--- src/rtl/sram_initiator.sv ---
// Host-side initiator for the byte-lane SRAM: valid/ready byte/half/word accesses
// with aligned, extended read data, plus a word-range fill engine.
//
// state  | meaning
// IDLE   | waiting for a request or fill_start; memory strobes idle
// ACCESS | single memory cycle for an accepted legal request
// RESP   | response held on resp_* until resp_ready
// FILL   | writing the pattern, one word per cycle, base..top inclusive
module sram_initiator #(
    parameter int ADDRWIDTH = 16,
    parameter int DATAWIDTH = 32
) (
    input  logic                   clk,
    input  logic                   rstn,
    input  logic                   req_valid,
    output logic                   req_ready,
    input  logic                   req_write,
    input  logic [1:0]             req_size,
    input  logic                   req_signed,
    input  logic [ADDRWIDTH+1:0]   req_addr,
    input  logic [DATAWIDTH-1:0]   req_wdata,
    output logic                   resp_valid,
    input  logic                   resp_ready,
    output logic [DATAWIDTH-1:0]   resp_rdata,
    output logic                   resp_err,
    input  logic                   fill_start,
    input  logic [ADDRWIDTH-1:0]   fill_base,
    input  logic [ADDRWIDTH-1:0]   fill_top,
    input  logic [DATAWIDTH-1:0]   fill_pattern,
    output logic                   fill_busy,
    output logic                   fill_done,
    output logic [ADDRWIDTH-1:0]   mem_addr,
    output logic                   mem_cs,
    output logic [3:0]             mem_we,
    output logic [DATAWIDTH-1:0]   mem_wdata,
    input  logic [DATAWIDTH-1:0]   mem_rdata
);

    typedef enum logic [1:0] {S_IDLE, S_ACCESS, S_RESP, S_FILL} state_t;

    state_t                 state_q, state_d;
    logic                   write_q, write_d;
    logic [1:0]             size_q, size_d;
    logic                   signed_q, signed_d;
    logic [ADDRWIDTH+1:0]   addr_q, addr_d;
    logic [DATAWIDTH-1:0]   wdata_q, wdata_d;
    logic [DATAWIDTH-1:0]   rdata_q, rdata_d;
    logic                   err_q, err_d;
    logic [ADDRWIDTH-1:0]   fill_cnt_q, fill_cnt_d;
    logic [ADDRWIDTH-1:0]   fill_top_q, fill_top_d;
    logic [DATAWIDTH-1:0]   fill_pat_q, fill_pat_d;
    logic                   fill_done_q, fill_done_d;

    logic                   req_illegal;
    logic [7:0]             rd_byte;
    logic [15:0]            rd_half;
    logic [DATAWIDTH-1:0]   rd_ext;
    logic [3:0]             lane_mask;
    logic [DATAWIDTH-1:0]   lane_wdata;

    always_comb begin
        req_illegal = (req_size == 2'd3) ||
                      (req_size == 2'd1 && req_addr[0]) ||
                      (req_size == 2'd2 && req_addr[1:0] != 2'd0);
    end

    always_comb begin
        rd_byte = 8'h00;
        case (addr_q[1:0])
            2'd0: rd_byte = mem_rdata[7:0];
            2'd1: rd_byte = mem_rdata[15:8];
            2'd2: rd_byte = mem_rdata[23:16];
            default: rd_byte = mem_rdata[31:24];
        endcase
        rd_half = addr_q[1] ? mem_rdata[31:16] : mem_rdata[15:0];
        case (size_q)
            2'd0:    rd_ext = signed_q ? {{24{rd_byte[7]}}, rd_byte} : {24'h0, rd_byte};
            2'd1:    rd_ext = signed_q ? {{16{rd_half[15]}}, rd_half} : {16'h0, rd_half};
            default: rd_ext = mem_rdata;
        endcase
    end

    always_comb begin
        case (size_q)
            2'd0: begin
                lane_mask  = 4'b0001 << addr_q[1:0];
                lane_wdata = {4{wdata_q[7:0]}};
            end
            2'd1: begin
                lane_mask  = addr_q[1] ? 4'b1100 : 4'b0011;
                lane_wdata = {2{wdata_q[15:0]}};
            end
            default: begin
                lane_mask  = 4'hF;
                lane_wdata = wdata_q;
            end
        endcase
    end

    always_comb begin
        state_d     = state_q;
        write_d     = write_q;
        size_d      = size_q;
        signed_d    = signed_q;
        addr_d      = addr_q;
        wdata_d     = wdata_q;
        rdata_d     = rdata_q;
        err_d       = err_q;
        fill_cnt_d  = fill_cnt_q;
        fill_top_d  = fill_top_q;
        fill_pat_d  = fill_pat_q;
        fill_done_d = 1'b0;
        case (state_q)
            S_IDLE: begin
                if (fill_start) begin
                    fill_cnt_d = fill_base;
                    fill_top_d = fill_top;
                    fill_pat_d = fill_pattern;
                    if (fill_base > fill_top) fill_done_d = 1'b1;
                    else                      state_d     = S_FILL;
                end else if (req_valid) begin
                    write_d  = req_write;
                    size_d   = req_size;
                    signed_d = req_signed;
                    addr_d   = req_addr;
                    wdata_d  = req_wdata;
                    rdata_d  = '0;
                    err_d    = req_illegal;
                    state_d  = req_illegal ? S_RESP : S_ACCESS;
                end
            end
            S_ACCESS: begin
                rdata_d = write_q ? '0 : rd_ext;
                state_d = S_RESP;
            end
            S_RESP: begin
                if (resp_ready) state_d = S_IDLE;
            end
            default: begin
                // compare before increment so top = all-ones ends without wrapping
                if (fill_cnt_q == fill_top_q) begin
                    state_d     = S_IDLE;
                    fill_done_d = 1'b1;
                end else begin
                    fill_cnt_d = fill_cnt_q + 1'b1;
                end
            end
        endcase
    end

    always_ff @(posedge clk) begin
        if (!rstn) begin
            state_q     <= S_IDLE;
            write_q     <= 1'b0;
            size_q      <= 2'd0;
            signed_q    <= 1'b0;
            addr_q      <= '0;
            wdata_q     <= '0;
            rdata_q     <= '0;
            err_q       <= 1'b0;
            fill_cnt_q  <= '0;
            fill_top_q  <= '0;
            fill_pat_q  <= '0;
            fill_done_q <= 1'b0;
        end else begin
            state_q     <= state_d;
            write_q     <= write_d;
            size_q      <= size_d;
            signed_q    <= signed_d;
            addr_q      <= addr_d;
            wdata_q     <= wdata_d;
            rdata_q     <= rdata_d;
            err_q       <= err_d;
            fill_cnt_q  <= fill_cnt_d;
            fill_top_q  <= fill_top_d;
            fill_pat_q  <= fill_pat_d;
            fill_done_q <= fill_done_d;
        end
    end

    assign req_ready  = rstn && (state_q == S_IDLE) && !fill_start;
    assign resp_valid = (state_q == S_RESP);
    assign resp_rdata = rdata_q;
    assign resp_err   = err_q;
    assign fill_busy  = (state_q == S_FILL);
    assign fill_done  = fill_done_q;

    always_comb begin
        mem_cs    = 1'b0;
        mem_addr  = '0;
        mem_we    = 4'h0;
        mem_wdata = '0;
        if (state_q == S_FILL) begin
            mem_cs    = 1'b1;
            mem_addr  = fill_cnt_q;
            mem_we    = 4'hF;
            mem_wdata = fill_pat_q;
        end else if (state_q == S_ACCESS) begin
            mem_cs   = 1'b1;
            mem_addr = addr_q[ADDRWIDTH+1:2];
            if (write_q) begin
                mem_we    = lane_mask;
                mem_wdata = lane_wdata;
            end
        end
    end

endmodule

--- config.mk ---
export PLATFORM = sky130hd
export DESIGN_NAME = sram_initiator
export DESIGN_NICKNAME = d
export VERILOG_FILES = /design/src/rtl/sram_initiator.sv
export SDC_FILE = /design/constraint.sdc
export NUM_CORES = 1
export LEC_CHECK = 0
export CAP_MARGIN = 40
export CORE_MARGIN = 5
export CORE_UTILIZATION = 40
export CTS_CLUSTER_SIZE = 10
export DETAILED_ROUTE_END_ITERATION = 8
export PLACE_DENSITY_LB_ADDON = 0.08
export SLEW_MARGIN = 5
export SYNTH_ARGS = -nofsm -noshare
export SYNTH_HDL_FRONTEND = slang
export SYNTH_SLANG_ARGS = --single-unit
--- constraint.sdc ---
create_clock -name clk -period 2.47 [get_ports clk]
set_input_delay 0.494 -clock clk [delete_from_list [all_inputs] [get_ports clk]]
set_output_delay 0.494 -clock clk [all_outputs]
set_load 0.005 [all_outputs]
======== Yosys cells after proc, flatten, opt, wreduce, memory -nomap -nowiden ========
Index checks and enable logic that the tools add are counted.
word-level totals
  bits in registers ....................... 154
  bits in latches ......................... 0
  RAM bits ................................ 0
  bits in read-only memories .............. 0
  input port bits ......................... 155
  output and inout bits ................... 90
  memories kept ........................... 0
cells by class
  add/subtract/negate cells ............... 1
  $mul .................................... 0
  divide/modulo/power cells ............... 0
  order comparisons ....................... 1
  eq/ne operators ......................... 17
  shift operators ......................... 1
  multiplexer cells ....................... 36
  bitwise operators ....................... 2
  reduce and logical (&&, ||, !) cells .... 19
operators with widths
  kind                                                                     number
  32-bit 2-to-1 mux                                                        8
  32-bit case mux with 2 select lines                                      3
  16-bit 2-to-1 mux                                                        5
  16-bit case mux with 2 select lines                                      1
  8-bit case mux with 3 select lines                                       1
  16-bit by 1-bit adder with 16-bit output, second input constant          1
  16-bit == test                                                           1
  16-bit greater-than comparator                                           1
  4-bit 2-to-1 mux                                                         4
  2-bit 2-to-1 mux                                                         6
  2-bit == test, second input constant                                     5
  3-bit AND reduction                                                      3
  2-bit by 1-bit == test with 1-bit output, second input constant          4
  4-bit case mux with 2 select lines                                       1
  2-bit logical NOT                                                        3
  2-bit inequality test, second input constant                             3
  3-bit inequality test, second input constant                             2
  2-bit case mux with 3 select lines                                       1
  1-bit 2-to-1 mux                                                         5
  1-bit logical AND                                                        4
  2-bit by 1-bit inequality test with 1-bit output, second input constant  2
  4-bit AND reduction                                                      1
  2-bit nonzero test                                                       2
  4-bit nonzero test                                                       1
  other kinds (7)                                                          9

======== Depth between registers and ports, before layout ========
Gate-level depths: netlist of run 1.
  depth in word-level cells ............... 8
  mapped depth ............................ 11
  mapped depth without buffers ............ 8

======== Least setup slack after synthesis of run 1 ========
No wires, ideal clock.
  path kind ............................... reg-to-output
  start ................................... register state_q[0]
  end ..................................... output req_ready
  arrival time ............................ 1.693 ns
  required time ........................... 1.976 ns
  slack ................................... 0.283 ns
  stages on the path, launching flop included .. 7
  path buffers ............................ 3
  cell sequence ........................... dfxtp_1 -> inv_1 -> ha_1 -> clkbuf_1 -> clkbuf_1 -> clkbuf_1 -> and3_1
between the ends
  longest elaborated chain between the ends .. 3
ends and longest elaborated chain
  element                          RTL line  text
  start: declaration               41        state_t state_q, state_d;
  start signal: assignment         166       state_q <= state_d;
  2-bit logical NOT                181       assign req_ready = rstn && (state_q == S_IDLE) && !fill_start;
  1-bit logical AND (2 in series)  181
  end: declaration                 16        output logic req_ready,
Every way passes these cells.

======== Final worst setup path of run 1 ========
  start ................................... register state_q[0]
  end ..................................... output mem_wdata[30]
between the ends
  longest elaborated chain between the ends .. 3
  elaborated cells between the ends (all ways) .. 4
ends and longest elaborated chain
  element                                   RTL line  text
  2-bit by 1-bit == test with 1-bit output  198       end else if (state_q == S_ACCESS) begin
  32-bit 2-to-1 mux                         198
  32-bit 2-to-1 mux (*)                     193       if (state_q == S_FILL) begin
  end: declaration                          35        output logic [DATAWIDTH-1:0] mem_wdata,
Mark *: on every way between the ends. The rest lies on a longest branch, timed or not.

==> reports/results.ini, run 1 <==
[critical_path]
critPathRequiredTime_ns=1.98
cp_top_family=flip-flops
crit_end=mem_wdata[30]
crit_chain=ha_2 -> and2_4 -> nand2b_4 -> buf_12 -> o21bai_1 -> o21ai_1 -> buf_2
cp_slowest_cell=dfxtp_4
crit_path_start=state_q[0]$_SDFFE_PN0P_
end_kind=output port
cp-start-kind=flip-flop
reg2regPathDepth=7
reg2reg_to=resp_rdata[17]$_SDFFE_PN0P_
arrival_ns=1.90
rr_startpoint=addr_q[1]$_SDFFE_PN0P_
r2r_slack_ns=0.37
slowest_delay_ns=0.37
crit_buf_inv=2
path_class=flip-flop to output port
cp_num_cells=7
path_max_fanout=12

[clock_network]
cts_htree_levels=4
cts_buffer_depth=2
cts_buffers=17
clkSinkCount=154
cts_tree=yes
cts.clk_slew.worst_paths_ns=0.07
clkLatencyLatePin_ns=0.43
root_buffer=clkbuf_16
postCtsHoldBufs=0

[detailed_routing]
vias=8450
drc=0
antenna_left=0
dr.pass1.iters=5
avgViaCountPerCell=5.17
drt_iter0_drc=558
drt_wl_total_um=29000
wl_per_cell_um=17.7

[global_route]
grt_max_degree=157
antenna_found_initial=3
grt_use_total_pct=23.7
grt_pass1_vias=8217
grt_pass1_wl_um=45000
gr-total-overflow=0

[yosys]
async_reset_ff_share_pct=0
synth-seq-cells=154
synth_edf_count=0
yosys_warnings=0
yosys-top-cells-area=dfxtp_1 (37%), nand2_1 (16%), a21boi_0 (9.9%)
ys_types=51
syn_inst=1122
yosysTopAreaCell=dfxtp_1
ys_seq_area_share_pct=36.8
syn-num-nets=1298
synth_ff_type=dfxtp_1
synth_area_per_cell_um2=7.46
synth_top_area_share_pct=36.8
mappedNetlistArea_mm2=0.00837

[timing]
post-route-period-util_pct=96.8
setup_tns_ns=0
rsz0062_at_grt=no
finalSetupViolations=0
finClkSkew_ns=0.0101
finalHoldViolations=0
slew_headroom_pct=40.6
slew_violations=0
tightest_slew_ns=0.885
fin_crit_ns=2.39
max_freq_mhz=418

[die]
io_pins=245
num_rows=53
die_h_um=155
die_w_um=155
core_mm2=0.0208
start_util_pct=40.2
fp.dieArea_mm2=0.0239

[run]
maxCapViolations=0

[run_status]
status=completed

[layout]
nNetsFinal=1523
final_util_pct=57.3
drive_gt1_share_pct=9.26
area_growth_pct=42.6

[placed_design]
gp_congestion=0.931
portBuffers=244
place_hpwl_um=21200

[pwr]
pwr_density_cell_mw_per_mm2=761
peakVddDrop_v=0.000513
p_leak_nw=4.85

[worst_hold_path]
min-delay-start=fill_pat_q[25]$_SDFFE_PN0P_
hold_class=flip-flop to flip-flop

-- routing by layer --
metal | global-route usage [%] | share of wire (%)
met1 | 31.5 | 45
met2 | 38.1 | 46
met3 | 6.21 | 7.4
met4 | 6.77 | 2.1
met5 | 0 | 0.048
-- worst min-delay path: cells and delay by family (launching register included) --
kind / cells / cell delay [ns]
AND/OR/NAND/NOR: 1 / 0.05
AO/OA/AOI/OAI: 1 / 0.06
flip-flops: 1 / 0.31
-- how the worst min path moves through the flow --
stage	to	slack (ns)	cells past startpoint
after floorplan	wdata_q[16]$_SDFFE_PN0P_	0.44	2
after global placement	addr_q[6]$_SDFFE_PN0P_	0.45	2
after detailed placement	fill_pat_q[15]$_SDFFE_PN0P_	0.46	2
after CTS	fill_pat_q[20]$_SDFFE_PN0P_	0.47	2
after global routing	addr_q[6]$_SDFFE_PN0P_	0.49	2
final	fill_pat_q[25]$_SDFFE_PN0P_	0.47	2
-- synthesized netlist by cell type, drive strengths merged (2+ instances only) --
cell type	instances
a21boi	118
a31oi	6
nor2	23
and2	35
mux2	3
inv	31
clkbuf	70
nand4	5
dfxtp	154
a221oi	8
nand3	14
a21oi	21
nor4	4
o41ai	3
buf	17
or2	5
mux2i	33
o21a	2
nor3	4
o31ai	10
nand2b	11
nor2b	24
and3	4
a21o	2
nand2	347
o21bai	3
o22ai	2
xor2	16
ha	21
o221a	2
a222oi	7
o21ai	106
o211ai	2
-- metrics by stage --
step                      area, um2  cells  worst slack, ns  hold WS [ns]  total power [mW]
after floorplan                8370   1122            0.283         0.443              5.05
after global placement        11200   1598           -0.224         0.452              6.35
after detailed placement      11200   1598           -0.228         0.457              6.36
after CTS                     11900   1634           -0.172         0.468              9.12
after global routing          11900   1636         0.000195         0.490              9.62
final                         11900   1636           0.0782         0.466              9.09
-- power by group --
group          leakage (nW)  internal [mW]  total, mW  switching [mW]
clock                 0.286           1.53       2.72            1.19
sequential             1.26           2.83       3.17           0.335
combinational          3.31           1.40       3.20            1.80
-- cell type report --
cell class | instances | area [um2]
Clock inverter | 15 | 175
Tap cell | 275 | 344
Timing Repair Buffer | 293 | 2900
Clock buffer | 17 | 425
Antenna cell | 1 | 2.50
Inverter | 31 | 116
Multi-Input combinational cell | 850 | 4890
Sequential cell | 154 | 3090
Fill cell | 2036 | 8890
-- logic make-up (layout without fill, tap and decap cells) --
kind of cell | after synthesis | in the layout | share of synthesized area, %
AND/OR/NAND/NOR | 480 | 480 | 24.8
AO/OA/AOI/OAI | 296 | 296 | 23.3
flip-flops | 154 | 154 | 36.8
buffers and inverters | 118 | 356 | 5.64
multiplexers | 37 | 37 | 4.62
adder cells (fa/ha/maj) | 21 | 21 | 3.14
XOR/XNOR | 16 | 16 | 1.67
other | 0 | 1 | 0
-- registers in the layout, indices dropped and copies added (netlist names) --
| name | flops |
|---|---|
| fill_pat_q | 32 |
| resp_rdata | 32 |
| signed_q | 1 |
| addr_q | 18 |
| resp_err | 1 |
| write_q | 1 |
| wdata_q | 32 |
| fill_cnt_q | 16 |
| state_q | 2 |
| fill_top_q | 16 |
| size_q | 2 |
| fill_done | 1 |
-- repair_timing --
item | 4_1_cts | 5_1_grt
hold endpoints to repair | 0 | 0
endpoints found under the setup margin | 53 | 17
resized for setup | 89 | 35
setup buffers | 3 | 0
cloned | 1 | 1
pin swaps | 3 | 1
-- layout by cell type (no fill, tap or decap), types with 6 or more instances in the layout --
master and n:
a21boi_0 110, a21boi_1 8, a21oi_1 20, a221oi_1 8
a222oi_1 7, a31oi_1 6, and2_1 33, buf_12 8
buf_4 34, clkbuf_16 18, clkbuf_2 6, clkdlybuf4s50_1 190
dfxtp_1 151, dlygate4sd2_1 38, ha_1 19, inv_1 31
inv_6 7, mux2i_1 33, nand2_1 344, nand2b_1 9
nand3_1 14, nor2_1 21, nor2b_1 24, o21ai_0 75
o21ai_1 22, o21ai_2 9, o31ai_1 10, xor2_1 16
No activity file was read; power rests on OpenSTA's default activity.
==> run 2: changes to the inputs <==
--- a/config.mk
+++ b/config.mk
@@ -7,7 +7,7 @@
 export LEC_CHECK = 0
 export CAP_MARGIN = 40
 export CORE_MARGIN = 5
-export CORE_UTILIZATION = 40
+export CORE_UTILIZATION = 30
 export CTS_CLUSTER_SIZE = 10
 export DETAILED_ROUTE_END_ITERATION = 8
 export PLACE_DENSITY_LB_ADDON = 0.08
==> reports/results.ini, run 2 (synthesis results as in run 1) <==
[layout]
area_growth_pct=43.8
drive_gt1_share_pct=9.57  ; +0.30 points
final_cell_mix=nand2_1 (344), clkdlybuf4s50_1 (190), dfxtp_1 (150)
final_common_cell=nand2_1
final_util_pct=43.6  ; -14 points
num_antenna_cells=0  ; -1
nNetsFinal=1523  ; unchanged

[timing]
finClkSkew_ns=0.0174  ; +0.00732 ns
tightest_slew_ns=0.949  ; +0.0643 ns
finalWorstSetupSlack_ns=0.0733  ; -0.00491 ns
max_freq_mhz=417  ; -0.20%
finalHoldViolations=0  ; unchanged
post-route-period-util_pct=97.0  ; +0.20 points
finalSetupViolations=0  ; unchanged
rsz0062_at_grt=yes
slew_violations=0  ; unchanged
fin_crit_ns=2.40  ; +0.00491 ns
slew_headroom_pct=36.2  ; -4.3 points
setup_tns_ns=0  ; unchanged
whs_ns=0.468  ; +0.00261 ns

[global_route]
grt_use_total_pct=20.0  ; -3.7 points
grt_max_degree=157  ; unchanged
grt_pass1_wl_um=48900  ; +8.8%
grt_pass1_vias=8377  ; +1.9%
gr-total-overflow=0  ; unchanged
antenna_found_initial=1  ; -2

[run]
maxCapViolations=0  ; unchanged

[clock_network]
cts_buffer_depth=2  ; unchanged
clkSinkCount=154  ; unchanged
root_buffer=clkbuf_16
cts_tree=yes
postCtsHoldBufs=0  ; unchanged
cts_buffers=17  ; unchanged
cts_htree_levels=4  ; unchanged
clkLatencyLatePin_ns=0.43  ; about the same
cts.clk_slew.worst_paths_ns=0.06  ; about the same

[worst_hold_path]
hold_class=flip-flop to flip-flop

[detailed_routing]
drt_iter0_drc=401  ; -28%
drt_wl_total_um=31700  ; +9.2%
dr.pass1.iters=5  ; unchanged
drc=0  ; unchanged
antenna_left=0  ; unchanged
avgViaCountPerCell=4.78  ; -7.4%
wl_per_cell_um=18.2  ; +2.9%
vias=8305  ; -1.7%

[critical_path]
crit_buf_inv=4  ; +2
critPathRequiredTime_ns=1.98  ; about the same
crit_chain=buf_4 -> ha_2 -> buf_8 -> bufbuf_16 -> nand2_1 -> o21ai_1 -> clkdlybuf4s15_1
cp_top_family=buffers and inverters
path_class=flip-flop to output port
cp-start-kind=flip-flop
slowest_delay_ns=0.34  ; -0.03 ns
arrival_ns=1.90  ; about the same
cp_slowest_cell=dfxtp_2
end_kind=output port
path_max_fanout=11  ; -1

[die]
io_pins=245  ; unchanged
die_w_um=177  ; +14%
core_mm2=0.0276  ; +33%
num_rows=61  ; +15%
fp.dieArea_mm2=0.0313  ; +31%
start_util_pct=30.3  ; -9.9 points
die_h_um=177  ; +14%

[pwr]
power_mw=9.20  ; +1.2%
p_leak_nw=4.75  ; -2.2%
peakVddDrop_v=0.000384  ; -25%
pwr_density_cell_mw_per_mm2=764  ; +0.39%

[placed_design]
portBuffers=244  ; unchanged
place_hpwl_um=23100  ; +9.0%
dp_slack_ns=-0.234  ; -0.00629 ns
gp_congestion=0.836  ; -10%

[run_status]
status=completed

-- run 2: cell types whose count changed in the layout (fill, tap and decap cells not counted), moves of 2 or more --
cell,previous run,this run
clkdlybuf4s15_2,0,2
dlymetal6s2s_1,5,0
clkbuf_2,6,11
buf_6,5,1
o21ai_2,9,6
buf_4,34,36
o21ai_0,75,79
clkdlybuf4s15_1,2,6
dlygate4sd2_1,38,32
clkinvlp_4,3,1
dfxtp_2,2,4
-- run 2: worst min-delay path, delay by kind of cell (launching register included) --
kind	cells	cell delay, ns
AND/OR/NAND/NOR	1	0.05
AO/OA/AOI/OAI	1	0.06
flip-flops	1	0.31
-- run 2: layout make-up --
class	instances	area, um2
fillers	2930	15600
multi-input cells	850	4870
flip-flops and latches	154	3090
repair buffers	293	2890
well taps	378	473
clock buffers	17	425
clock inverters	14	171
inverters	31	116
-- run 2: metrics by stage --
step,area (um2),std cells
floorplan,8370,1122
global placement,11400,1702
detailed placement,11400,1702
CTS,12100,1737
global route,12000,1737
finish,12000,1737
-- run 2: final timing paths --
check,from,to,slack (ns),depth (start not counted)
setup / recovery,state_q[1]$_SDFFE_PN0P_,mem_wdata[18],0.07,7
hold / removal,addr_q[8]$_SDFFE_PN0P_,addr_q[8]$_SDFFE_PN0P_,0.47,2
setup reg to reg,addr_q[1]$_SDFFE_PN0P_,resp_rdata[8]$_SDFFE_PN0P_,0.30,6
hold reg to reg,addr_q[8]$_SDFFE_PN0P_,addr_q[8]$_SDFFE_PN0P_,0.47,2
-- run 2: where the power goes --
part	internal [mW]	switching (mW)
Combinational	1.42	1.85
Clock	1.53	1.22
Sequential	2.83	0.349
-- run 2: timing repair --
action                     4_1_cts  5_1_grt
resized for setup               88       50
pin swaps                        2        0
setup buffers                    2        0
cloned                           2        0
hold endpoints to repair         0        0
setup endpoints to repair       54       36
-- run 2: routing by layer --
metal | up-vias | GRT usage [%] | routed length [um]
li1 | 4211 | - | -
met1 | 3876 | 27.0 | 14700
met2 | 197 | 32.5 | 14600
met3 | 19 | 5.17 | 1910
met4 | 2 | 4.32 | 378
met5 | - | 0 | 13
